## src/rtl/fetch_pkg.sv

```systemverilog
// Shared definitions for the fetch unit: FSM state encoding and default bus width.
package fetch_pkg;

  localparam int BUS_WIDTH_DEF = 32;

  typedef enum logic [1:0] {
    ST_BOOT = 2'd0,
    ST_RUN  = 2'd1,
    ST_HALT = 2'd2
  } fetch_state_e;

endpackage

```

## src/rtl/fetch_queue.sv

```systemverilog
// First-word-fall-through queue of {pc, instr} pairs with single-cycle flush.
module fetch_queue
  import fetch_pkg::*;
#(
  parameter int DATA_W = BUS_WIDTH_DEF,
  parameter int DEPTH  = 4,
  parameter int CNT_W  = $clog2(DEPTH) + 1
) (
  input  logic              clk,
  input  logic              rst_n,
  input  logic              flush,
  input  logic              push,
  input  logic              pop,
  input  logic [DATA_W-1:0] push_pc,
  input  logic [DATA_W-1:0] push_instr,
  output logic [DATA_W-1:0] head_pc,
  output logic [DATA_W-1:0] head_instr,
  output logic [CNT_W-1:0]  count
);

  localparam int PTR_W = $clog2(DEPTH);

  logic [DATA_W-1:0] pc_mem    [DEPTH];
  logic [DATA_W-1:0] instr_mem [DEPTH];
  logic [PTR_W-1:0]  rd_ptr;
  logic [PTR_W-1:0]  wr_ptr;
  logic              do_push;
  logic              do_pop;

  assign do_push = push & ~flush;
  assign do_pop  = pop & ~flush;

  // Storage is data only and never reset; pointers wrap naturally since DEPTH is 2^n.
  always_ff @(posedge clk) begin
    if (do_push) begin
      pc_mem[wr_ptr]    <= push_pc;
      instr_mem[wr_ptr] <= push_instr;
    end
  end

  always_ff @(posedge clk or negedge rst_n) begin
    if (!rst_n) begin
      rd_ptr <= '0;
      wr_ptr <= '0;
      count  <= '0;
    end else if (flush) begin
      rd_ptr <= '0;
      wr_ptr <= '0;
      count  <= '0;
    end else begin
      if (do_push) wr_ptr <= wr_ptr + PTR_W'(1);
      if (do_pop)  rd_ptr <= rd_ptr + PTR_W'(1);
      case ({do_push, do_pop})
        2'b10:   count <= count + CNT_W'(1);
        2'b01:   count <= count - CNT_W'(1);
        default: count <= count;
      endcase
    end
  end

  assign head_pc    = pc_mem[rd_ptr];
  assign head_instr = instr_mem[rd_ptr];

endmodule

```

## src/rtl/fetch_unit.sv

```systemverilog
// Instruction fetch front end: BOOT/RUN/HALT FSM, PC sequencing, redirect and fetch queue.
// Optional performance counters are enabled by defining FETCH_PERF_EN.
module fetch_unit
  import fetch_pkg::*;
#(
  parameter int BUS_WIDTH = BUS_WIDTH_DEF,
  parameter int QDEPTH    = 4
) (
  input  logic                 clk,
  input  logic                 rst_n,
  output logic [BUS_WIDTH-1:0] F_PC,
  input  logic [BUS_WIDTH-1:0] Instr,
  input  logic                 redir_valid,
  input  logic [BUS_WIDTH-1:0] redir_pc,
  input  logic                 halt_req,
  output logic                 D_valid,
  input  logic                 D_ready,
  output logic [BUS_WIDTH-1:0] D_Instr,
  output logic [BUS_WIDTH-1:0] D_PC,
  output logic                 halted
`ifdef FETCH_PERF_EN
  ,
  output logic [31:0]          fetch_count,
  output logic [31:0]          stall_count
`endif
);

  localparam int              CNT_W    = $clog2(QDEPTH) + 1;
  localparam logic [CNT_W-1:0] FULL_CNT = CNT_W'(QDEPTH);

  fetch_state_e     state;
  fetch_state_e     state_nxt;
  logic             run_st;
  logic [CNT_W-1:0] q_count;
  logic             q_full;
  logic             pop;
  logic             push;

  always_ff @(posedge clk or negedge rst_n) begin
    if (!rst_n) state <= ST_BOOT;
    else        state <= state_nxt;
  end

  // Redirect wins over halt, and also wakes the FSM out of HALT.
  always_comb begin
    state_nxt = state;
    case (state)
      ST_BOOT: state_nxt = ST_RUN;
      ST_RUN:  if (!redir_valid && halt_req) state_nxt = ST_HALT;
      ST_HALT: if (redir_valid) state_nxt = ST_RUN;
      default: state_nxt = ST_BOOT;
    endcase
  end

  always_comb begin
    run_st = (state == ST_RUN);
    halted = (state == ST_HALT);
  end

  assign q_full  = (q_count == FULL_CNT);
  assign D_valid = (q_count != '0) & ~redir_valid;
  assign pop     = D_valid & D_ready;
  assign push    = run_st & ~redir_valid & ~halt_req & (~q_full | pop);

  always_ff @(posedge clk or negedge rst_n) begin
    if (!rst_n)           F_PC <= '0;
    else if (redir_valid) F_PC <= redir_pc;
    else if (push)        F_PC <= F_PC + BUS_WIDTH'(1);
  end

  fetch_queue #(
    .DATA_W (BUS_WIDTH),
    .DEPTH  (QDEPTH),
    .CNT_W  (CNT_W)
  ) u_queue (
    .clk        (clk),
    .rst_n      (rst_n),
    .flush      (redir_valid),
    .push       (push),
    .pop        (pop),
    .push_pc    (F_PC),
    .push_instr (Instr),
    .head_pc    (D_PC),
    .head_instr (D_Instr),
    .count      (q_count)
  );

`ifdef FETCH_PERF_EN
  logic stall;

  // A stall is a RUN cycle that wanted to fetch but found the queue full with no pop.
  assign stall = run_st & ~redir_valid & ~halt_req & q_full & ~pop;

  always_ff @(posedge clk or negedge rst_n) begin
    if (!rst_n) begin
      fetch_count <= '0;
      stall_count <= '0;
    end else begin
      if (push)  fetch_count <= fetch_count + 32'd1;
      if (stall) stall_count <= stall_count + 32'd1;
    end
  end
`endif

endmodule

```

## config.mk

```make
export PLATFORM = sky130hd
export DESIGN_NAME = fetch_unit
export DESIGN_NICKNAME = d
export VERILOG_FILES = /design/src/rtl/fetch_pkg.sv /design/src/rtl/fetch_queue.sv /design/src/rtl/fetch_unit.sv
export SDC_FILE = /design/constraint.sdc
export NUM_CORES = 1
export LEC_CHECK = 0
export CAP_MARGIN = 20
export CORE_MARGIN = 1.5
export CORE_UTILIZATION = 49
export CTS_CLUSTER_DIAMETER = 150
export DETAILED_ROUTE_END_ITERATION = 10
export PLACE_DENSITY = 0.79
export SLEW_MARGIN = 15
export SYNTH_ARGS = -nofsm -noshare
export SYNTH_HDL_FRONTEND = slang
export SYNTH_HIERARCHICAL = 1
export SYNTH_SLANG_ARGS = --single-unit
```

## constraint.sdc

```tcl
create_clock -name clk -period 3.81 [get_ports clk]
set_clock_uncertainty 0.05 [all_clocks]
set_input_delay 0.5715 -clock clk [delete_from_list [all_inputs] [get_ports clk]]
set_output_delay 0.5715 -clock clk [all_outputs]
set_load 0.02 [all_outputs]
```

==> results.txt, run 1 <==
DRC Markers: 0
RSZ-0062 raised after global routing: no
Synth top area share: 0.652
R2R cell count: 9
Grt total ovfl: 0
Startpoint Class: flop
ANT cells: 0
Routed vias: 6605
Die Span Y: 158 um
Dpl cell area: 13900 um^2
Clock sink count: 297
Kind of critical path: flop to output port
Worst IR Drop VDD: 0.332 mV
Outcome: complete, no violations
Syn Nets: 701
GR Util All Layers: 0.198
Worst-Margin Slew: 0.969 ns
Synth async-reset ratio: 0.138
Synth area leader: edfxtp_1
First-pass GRT wire length: 37300 um
DRT iter0 DRCs: 555
Endpoint class of the critical path: output port
Req. time, crit path: 3.19 ns
Die footprint: 25000 um^2
Final Hold Viols: 0
Overall Power: 7.29 mW
Clk buf depth: 3
# IOs: 167
Hold-fix buffers, CTS: 0
RR Endpoint: u_queue/count[2]$_DFFE_PN0P_
Total setup buffers inserted after CTS: 0
Top cells by area, synth: edfxtp_1, mux4_2, dfrtp_1
CTS resizes: 0
Post-synthesis cell area: 11800 um^2
FP Rows: 56
Proportion of layout cells with a drive suffix above 1: 0.166
Register area share after synthesis: 0.740
Final Cell Area: 14800 um^2
Mapped Cells: 626
CTS tree: done
Worst reg-to-reg setup slack: 1.27 ns
Nets: 888
Distinct cells, synth: 52
Die W: 158 um
PortBufs: 166
EDFF count, synth: 256
DRT Pass-1 Iters: 5
Vias per cell: 5.72
Leak: 4.86 nW
Final WL: 24300 um
Final period util: 0.901
Clk_lat worst skew: 0.54 ns
Max-slew headroom: 0.354
CP max FO: 25
Vias in the first global route: 6570
DP HPWL: 15600 um
Worst Path Arrival: 2.81 ns
TritonCTS buffer count: 30
Area grow syn2layout: 25.6%
Slew Limit Fails: 0
PD cells: 492 nW/um^2
Detail Route Antenna Nets: 0
Ys Warns: 6
Most used DFF post-synth: edfxtp_1
Root buf cell: clkbuf_16
Max_cap viols: 0
FF-to-FF Start: state[1]$_DFFE_PN0P_
Post-route setup TNS: 0 ns
GP Congestion: 0.801
Final setup fails: 0
Yosys reg bits: 297
Worst hold path class: input pin to async pin
Largest net degree at the start of global routing: 48
Htree depth: 1
Core Area: 23500 um^2
Final min period: 3.43 ns
Max Clock Freq: 291 MHz
Initial Util: 0.500
Clock transition at path regs: 0.06 ns
WL/cell: 21.1 um
Initial antenna violation count: 0
Average size of a mapped cell: 18.8 um^2
-- cells in the mapped netlist (6+ instances only) --
cell type / n
o211ai_1: 11
inv_1: 10
buf_2: 12
o21ai_0: 18
edfxtp_1: 256
nand4_1: 10
nor2_1: 25
a21oi_1: 8
and2_1: 6
nand2_1: 44
nand3_1: 24
dfrtp_1: 41
mux4_2: 64
clkbuf_1: 8
-- layer usage --
| metal | track usage | part of all wire | vias to the layer above |
|---|---|---|---|
| met4 | 0.0490 | 0.016 | 0 |
| met2 | 0.313 | 0.48 | 269 |
| met5 | 0 | 0 | - |
| met3 | 0.0307 | 0.068 | 35 |
| met1 | 0.291 | 0.44 | 3384 |
| li1 | - | - | 2917 |
-- state kept, by name, summed over array words and instances, names as in the netlist --
name,flops
u_queue/instr_mem,128
u_queue/pc_mem,128
F_PC,32
u_queue/count,3
state,2
u_queue/rd_ptr,2
u_queue/wr_ptr,2
-- cell type report --
cell class / count / area, um^2
Timing Repair Buffer: 183 / 1870
Tap cell: 319 / 399
Multi-Input combinational cell: 290 / 2870
Clock inverter: 15 / 98.8
Fill cell: 1677 / 8740
Sequential cell: 297 / 8720
Clock buffer: 39 / 806
Inverter: 11 / 41.3
-- placed cells by master (no fill, tap or decap), types with 4 or more instances in the layout --
cell type	n
and3_1	5
ha_1	5
o311ai_1	5
buf_12	7
buf_4	10
inv_1	10
a31oi_1	5
o211ai_1	11
dfrtp_1	39
nand3_1	24
a21oi_1	8
mux4_2	64
o311ai_0	5
nor2_1	25
clkbuf_1	8
clkbuf_16	31
clkdlybuf4s50_1	164
mux2i_1	5
nand4_1	10
nor3_1	4
and2_4	4
clkinv_2	4
o21ai_0	18
nand2_1	44
or4_1	4
edfxtp_1	256
clkinv_1	7
-- per-stage QoR --
stage               utilization  cells  hold WS (ns)  worst slack (ns)
detailed placement        0.590   1100         0.536             0.719
global placement          0.590   1100         0.505             0.810
finish                    0.629   1154         0.142             0.379
CTS                       0.629   1154         0.162             0.302
global route              0.629   1154         0.206             0.212
floorplan                     -    626         0.226             0.102
-- cell families after synthesis --
logic type / count (synthesis) / synth area share
flops: 297 / 0.740
mux: 69 / 0.127
fa+ha+maj: 6 / 0.00701
simple gates: 145 / 0.0661
buf+inv: 39 / 0.0176
xor+xnor: 6 / 0.00446
compound gates: 64 / 0.0388
-- worst max path at each step --
stage	startpoint	end	slack (ns)	cells after the start
finish	u_queue/rd_ptr[0]$_DFFE_PN0P_	D_PC[27]	0.38	3
CTS	u_queue/rd_ptr[0]$_DFFE_PN0P_	D_PC[27]	0.30	3
detailed placement	halt_req	u_queue/count[2]$_DFFE_PN0P_	0.72	10
floorplan	redir_valid	u_queue/instr_mem[0][0]$_DFFE_PP_	0.10	7
global route	u_queue/rd_ptr[0]$_DFFE_PN0P_	D_PC[27]	0.21	3
global placement	halt_req	u_queue/count[2]$_DFFE_PN0P_	0.81	10
-- power by group --
part | leakage [nW] | internal, mW | switching [mW]
logic | 1.61 | 0.403 | 0.388
clock network | 0.433 | 1.55 | 1.14
registers | 2.82 | 3.66 | 0.155
-- critical path: stages, from the launching register on --
cell and delay [ns]:
dfrtp_4 0.78, buf_4 0.35, mux4_2 0.54, clkdlybuf4s50_1 0.59
Power figures use the tool's default switching activity.
==> run 2, diff against run 1 <==
--- a/config.mk
+++ b/config.mk
@@ -11,8 +11,8 @@
 export CTS_CLUSTER_DIAMETER = 150
 export DETAILED_ROUTE_END_ITERATION = 10
 export PLACE_DENSITY = 0.79
+export SKIP_CTS_REPAIR_TIMING = 1
 export SLEW_MARGIN = 15
 export SYNTH_ARGS = -nofsm -noshare
 export SYNTH_HDL_FRONTEND = slang
-export SYNTH_HIERARCHICAL = 1
 export SYNTH_SLANG_ARGS = --single-unit
==> run 2 against run 1 <==
Against the previous run:
- count of clock-buffer cells in the layout up 2
- via count down 0.18%
- synthesized area up 0.40%
- non-clock buffer count down 9
- largest cell class unchanged
==> results.txt, run 2 <==
Final Core Density: 0.622
Htree depth: 1
Final setup fails: 0
Outcome: complete, no violations
Largest regs: u_queue.instr_mem (128), u_queue.pc_mem (128), F_PC (32)
DRT Pass-1 Iters: 5
CTS tree: done
GR Util All Layers: 0.194
Routed vias: 6593
Vias per cell: 5.71
FP Rows: 56
Max Clock Freq: 296 MHz
Setup ws final: 0.434 ns
Final period util: 0.886
Mapped Cells: 645
Average size of a mapped cell: 18.3 um^2
Sw Pwr: 1.85 mW
Post-place setup slack: 0.725 ns
Post-synthesis cell area: 11800 um^2
Sw frac: 0.245
Worst Path Arrival: 2.75 ns
Final min period: 3.38 ns
Detail Route Antenna Nets: 0
Buffers and inverters on the worst path: 2
Register area share after synthesis: 0.737
Endpoint class of the critical path: output port
RSZ-0062 raised after global routing: no
PD cells: 514 nW/um^2
Commonest non-fill, non-tap cell in the layout: edfxtp_1
Synth top area share: 0.650
Dpl cell area: 13800 um^2
WL/cell: 21.0 um
Largest delay share family, worst path: buffers and inverters
Initial Util: 0.501
Number of instances in the placed design: 1101
Die W: 158 um
Final WL: 24200 um
Startpoint Class: flop
Clock group share of total power: 0.340
Largest net degree at the start of global routing: 65
Vias in the first global route: 6430
ANT cells: 0
Leak: 4.66 nW
Most used DFF post-synth: edfxtp_1
Distinct cells, synth: 42
Post-route insts no fill: 1154
Worst IR Drop VDD: 0.244 mV
Synth area leader: edfxtp_1
Power Internal: 5.70 mW
CP max FO: 18
EDFF count, synth: 256
Kind of critical path: flop to output port
CP max stage delay: 0.66 ns
Top cells by area, synth: edfxtp_1, mux4_2, dfrtp_1
Grt total ovfl: 0
Most frequent cell after synthesis: edfxtp_1
Top cells by count, synth: edfxtp_1, mux4_2, dfrtp_1
Core Area: 23600 um^2
DRT iter0 DRCs: 480
Initial antenna violation count: 0
Post-route setup TNS: 0 ns
Root buf cell: clkbuf_16
WHS: 0.147 ns
DP HPWL: 15000 um
Syn Nets: 720
Slowest CP cell: dfrtp_4
Max-slew headroom: 0.313
# IOs: 167
PortBufs: 166
Die Span Y: 158 um
DRC Markers: 0
Clock transition at path regs: 0.07 ns
Max_cap viols: 0
Nets: 888
First-pass GRT wire length: 36700 um
Most frequent cells in the layout: edfxtp_1, clkdlybuf4s50_1, mux4_2
Area grow syn2layout: 24.2%
Req. time, crit path: 3.19 ns
Final Hold Viols: 0
Overall Power: 7.55 mW
TritonCTS buffer count: 29
Die footprint: 25100 um^2
GP Congestion: 0.833
Synth async-reset ratio: 0.138
Combinational fraction of design power: 0.151
Worst hold path class: input pin to async pin
Clk buf depth: 3
Clock sink count: 297
Crit path cell chain: buf_4 -> mux4_2 -> clkdlybuf4s50_1
Ys Warns: 0
Yosys reg bits: 297
Clk_lat worst skew: 0.53 ns
Slew Limit Fails: 0
Worst-Margin Slew: 1.03 ns
Proportion of layout cells with a drive suffix above 1: 0.143
Sequential power share: 0.509
Final Cell Area: 14700 um^2
-- run 2: cell count changes in the layout (fill, tap and decap cells not counted), moves of 9 or more --
cell     change
or4_1       +16
nand2_1     -19
o31ai_1     +13
a31oi_1      +9
-- run 2: logic make-up after synthesis --
logic type	after synthesis	share of synthesized area
buf+inv	44	0.0151
simple gates	147	0.0679
flops	297	0.737
xor+xnor	11	0.00814
compound gates	71	0.0392
mux	69	0.126
fa+ha+maj	6	0.00698
-- run 2: cell type report --
cell class | count | area [um^2]
clock inverters | 12 | 68.8
well taps | 319 | 399
repair buffers | 174 | 1740
multi-input cells | 304 | 2960
clock buffers | 41 | 781
inverters | 7 | 26.3
flip-flops and latches | 297 | 8720
fillers | 1679 | 8920
-- run 2: power by group through the flow --
| stage | clock, mW | sequential [mW] | combinational [mW] |
|---|---|---|---|
| after floorplan | 0 | 3.88 | 0.629 |
| after global placement | 0 | 3.90 | 1.14 |
| after detailed placement | 0 | 3.91 | 1.15 |
| after CTS | 2.61 | 3.84 | 1.16 |
| after global routing | 2.73 | 3.86 | 1.22 |
| final | 2.56 | 3.84 | 1.14 |
-- run 2: final timing paths --
path                                                     from                       endpoint  slack (ns)  depth (start not counted)
worst max register to register            F_PC[6]$_DFFE_PN0P_           F_PC[23]$_DFFE_PN0P_        1.23                          4
worst min-delay path                                    rst_n           state[0]$_DFFE_PN0P_        0.15                          1
max in group asynchronous                               rst_n  u_queue.rd_ptr[1]$_DFFE_PN0P_        2.87                          1
worst min register to register           state[0]$_DFFE_PN0P_           state[0]$_DFFE_PN0P_        0.47                          1
worst max-delay path            u_queue.rd_ptr[0]$_DFFE_PN0P_                    D_Instr[26]        0.43                          3
min in group clk                                  redir_valid  u_queue.wr_ptr[0]$_DFFE_PN0P_        0.32                          2
-- run 2: layer usage --
metal | global-route usage | routed length [um] | vias up
met1 | 0.269 | 10200 | 3321
li1 | - | - | 2980
met2 | 0.316 | 11800 | 251
met4 | 0.0556 | 535 | 0
met3 | 0.0384 | 1680 | 41
met5 | 0 | 0 | -
==> run 3, diff against run 2 <==
--- a/config.mk
+++ b/config.mk
@@ -9,6 +9,7 @@
 export CORE_MARGIN = 1.5
 export CORE_UTILIZATION = 49
 export CTS_CLUSTER_DIAMETER = 150
+export CTS_CLUSTER_SIZE = 28
 export DETAILED_ROUTE_END_ITERATION = 10
 export PLACE_DENSITY = 0.79
 export SKIP_CTS_REPAIR_TIMING = 1
==> run 3 against run 2 <==
Against the previous run:
- combinational power hardly changed
- maximum frequency increased by 1.5%
- flip-flop and latch count unchanged
- wire length shrank 1.7%
- register-to-register slack improved by 0.02 ns
- first-iteration DRC count fell by 13%
- setup slack improved by 0.048 ns
- core utilization decreased by 1.8 points
- sequential share of layout area grew 1.8 points
- largest cell class unchanged
==> results.txt, run 3 (synthesized netlist as in run 2, its figures left out) <==
Outcome: complete, no violations
GR Util All Layers: 0.191
Vias in the first global route: 6272
Vias per cell: 5.78
Req. time, crit path: 3.19 ns
Worst-Margin Slew: 1.03 ns
ANT cells: 0
Kind of critical path: flop to output port
Final min period: 3.33 ns
Fillers: 1727
RSZ-0062 raised after global routing: no
Final setup fails: 0
DRC Markers: 0
Initial Util: 0.501
Max Clock Freq: 301 MHz
Final WL: 23800 um
Area grow syn2layout: 20.6%
Worst hold path class: input pin to async pin
CTS tree: done
# IOs: 167
Post-route setup TNS: 0 ns
Largest net degree at the start of global routing: 65
FF-to-FF Start: F_PC[6]$_DFFE_PN0P_
Core Area: 23600 um^2
R2R cell count: 4
Leak: 4.46 nW
WHS: 0.169 ns
PortBufs: 166
Proportion of layout cells with a drive suffix above 1: 0.120
Die W: 158 um
Crit path cell chain: buf_4 -> mux4_2 -> clkdlybuf4s50_1
RR Endpoint: F_PC[23]$_DFFE_PN0P_
Commonest non-fill, non-tap cell in the layout: edfxtp_1
GP Congestion: 0.833
Max-slew headroom: 0.315
Detail Route Antenna Nets: 0
Endpoint class of the critical path: output port
Die footprint: 25100 um^2
WL/cell: 21.2 um
Slowest CP cell: dfrtp_4
Clock transition at path regs: 0.10 ns
DP HPWL: 15000 um
Max_cap viols: 0
Final period util: 0.873
TritonCTS buffer count: 14
CP max FO: 18
First-pass GRT wire length: 36100 um
Startpoint Class: flop
Largest regs: u_queue.instr_mem (128), u_queue.pc_mem (128), F_PC (32)
Clk_lat worst skew: 0.49 ns
Clk buf depth: 3
PD cells: 467 nW/um^2
DRT Pass-1 Iters: 4
CP max stage delay: 0.67 ns
FP Rows: 56
Root buf cell: clkbuf_16
Worst reg-to-reg setup slack: 1.25 ns
Htree depth: 1
Nets: 873
Die Span Y: 158 um
DRT iter0 DRCs: 420
Clock sink count: 297
Grt total ovfl: 0
Initial antenna violation count: 0
Worst Path Arrival: 2.71 ns
Routed vias: 6504
Most frequent cells in the layout: edfxtp_1, clkdlybuf4s50_1, mux4_2
Final Hold Viols: 0
Slew Limit Fails: 0
Worst IR Drop VDD: 0.244 mV
==> run 3: worst max path at each step <==
stage / start / endpoint / slack (ns) / cells after the start
2_1_floorplan: halt_req / u_queue.instr_mem[0][0]$_DFFE_PP_ / 0.47 / 4
3_3_place_gp: halt_req / u_queue.instr_mem[0][21]$_DFFE_PP_ / 0.76 / 4
3_5_place_dp: halt_req / u_queue.instr_mem[0][21]$_DFFE_PP_ / 0.72 / 4
4_1_cts: u_queue.rd_ptr[0]$_DFFE_PN0P_ / D_PC[12] / 0.39 / 3
5_1_grt: u_queue.rd_ptr[0]$_DFFE_PN0P_ / D_PC[12] / 0.33 / 3
6_report: u_queue.rd_ptr[0]$_DFFE_PN0P_ / D_PC[12] / 0.48 / 3
==> run 3: final cells by class <==
| type | instances | area, um^2 | share of cell area |
|---|---|---|---|
| well taps | 319 | 399 | 0.0280 |
| clock buffers | 23 | 405 | 0.0284 |
| multi-input cells | 304 | 2960 | 0.207 |
| clock inverters | 1 | 16.3 | 0.00114 |
| flip-flops and latches | 297 | 8720 | 0.611 |
| inverters | 7 | 26.3 | 0.00184 |
| repair buffers | 174 | 1740 | 0.122 |
==> run 3: critical path, delay by kind of cell (launching register included) <==
family	cells	cell delay, ns
buffers and inverters	2	0.97
flip-flops	1	0.67
multiplexers	1	0.58
==> run 3: power breakdown <==
group / switching (mW) / internal (mW) / total [mW] / leakage [nW]
clock: 0.937 / 0.750 / 1.69 / 0.201
combinational: 0.567 / 0.575 / 1.14 / 1.48
sequential: 0.146 / 3.69 / 3.84 / 2.79
==> run 3: metal layers <==
layer / track usage / up-vias / part of all wire
met2: 0.307 / 223 / 0.49
met1: 0.273 / 3321 / 0.43
met4: 0.0579 / 0 / 0.022
met5: 0 / - / 0
li1: - / 2929 / -
met3: 0.0310 / 31 / 0.060
==> run 3: metrics by stage <==
step                       util  setup slack [ns]  cells  total power [mW]  instance area (um^2)
after CTS                 0.604             0.394   1125              6.72                 14300
after floorplan               -             0.473    645              4.51                 11800
final                     0.604             0.482   1125              6.66                 14300
after detailed placement  0.586             0.725   1101              5.06                 13800
after global placement    0.586             0.764   1101              5.05                 13800
after global routing      0.604             0.333   1125              6.91                 14300
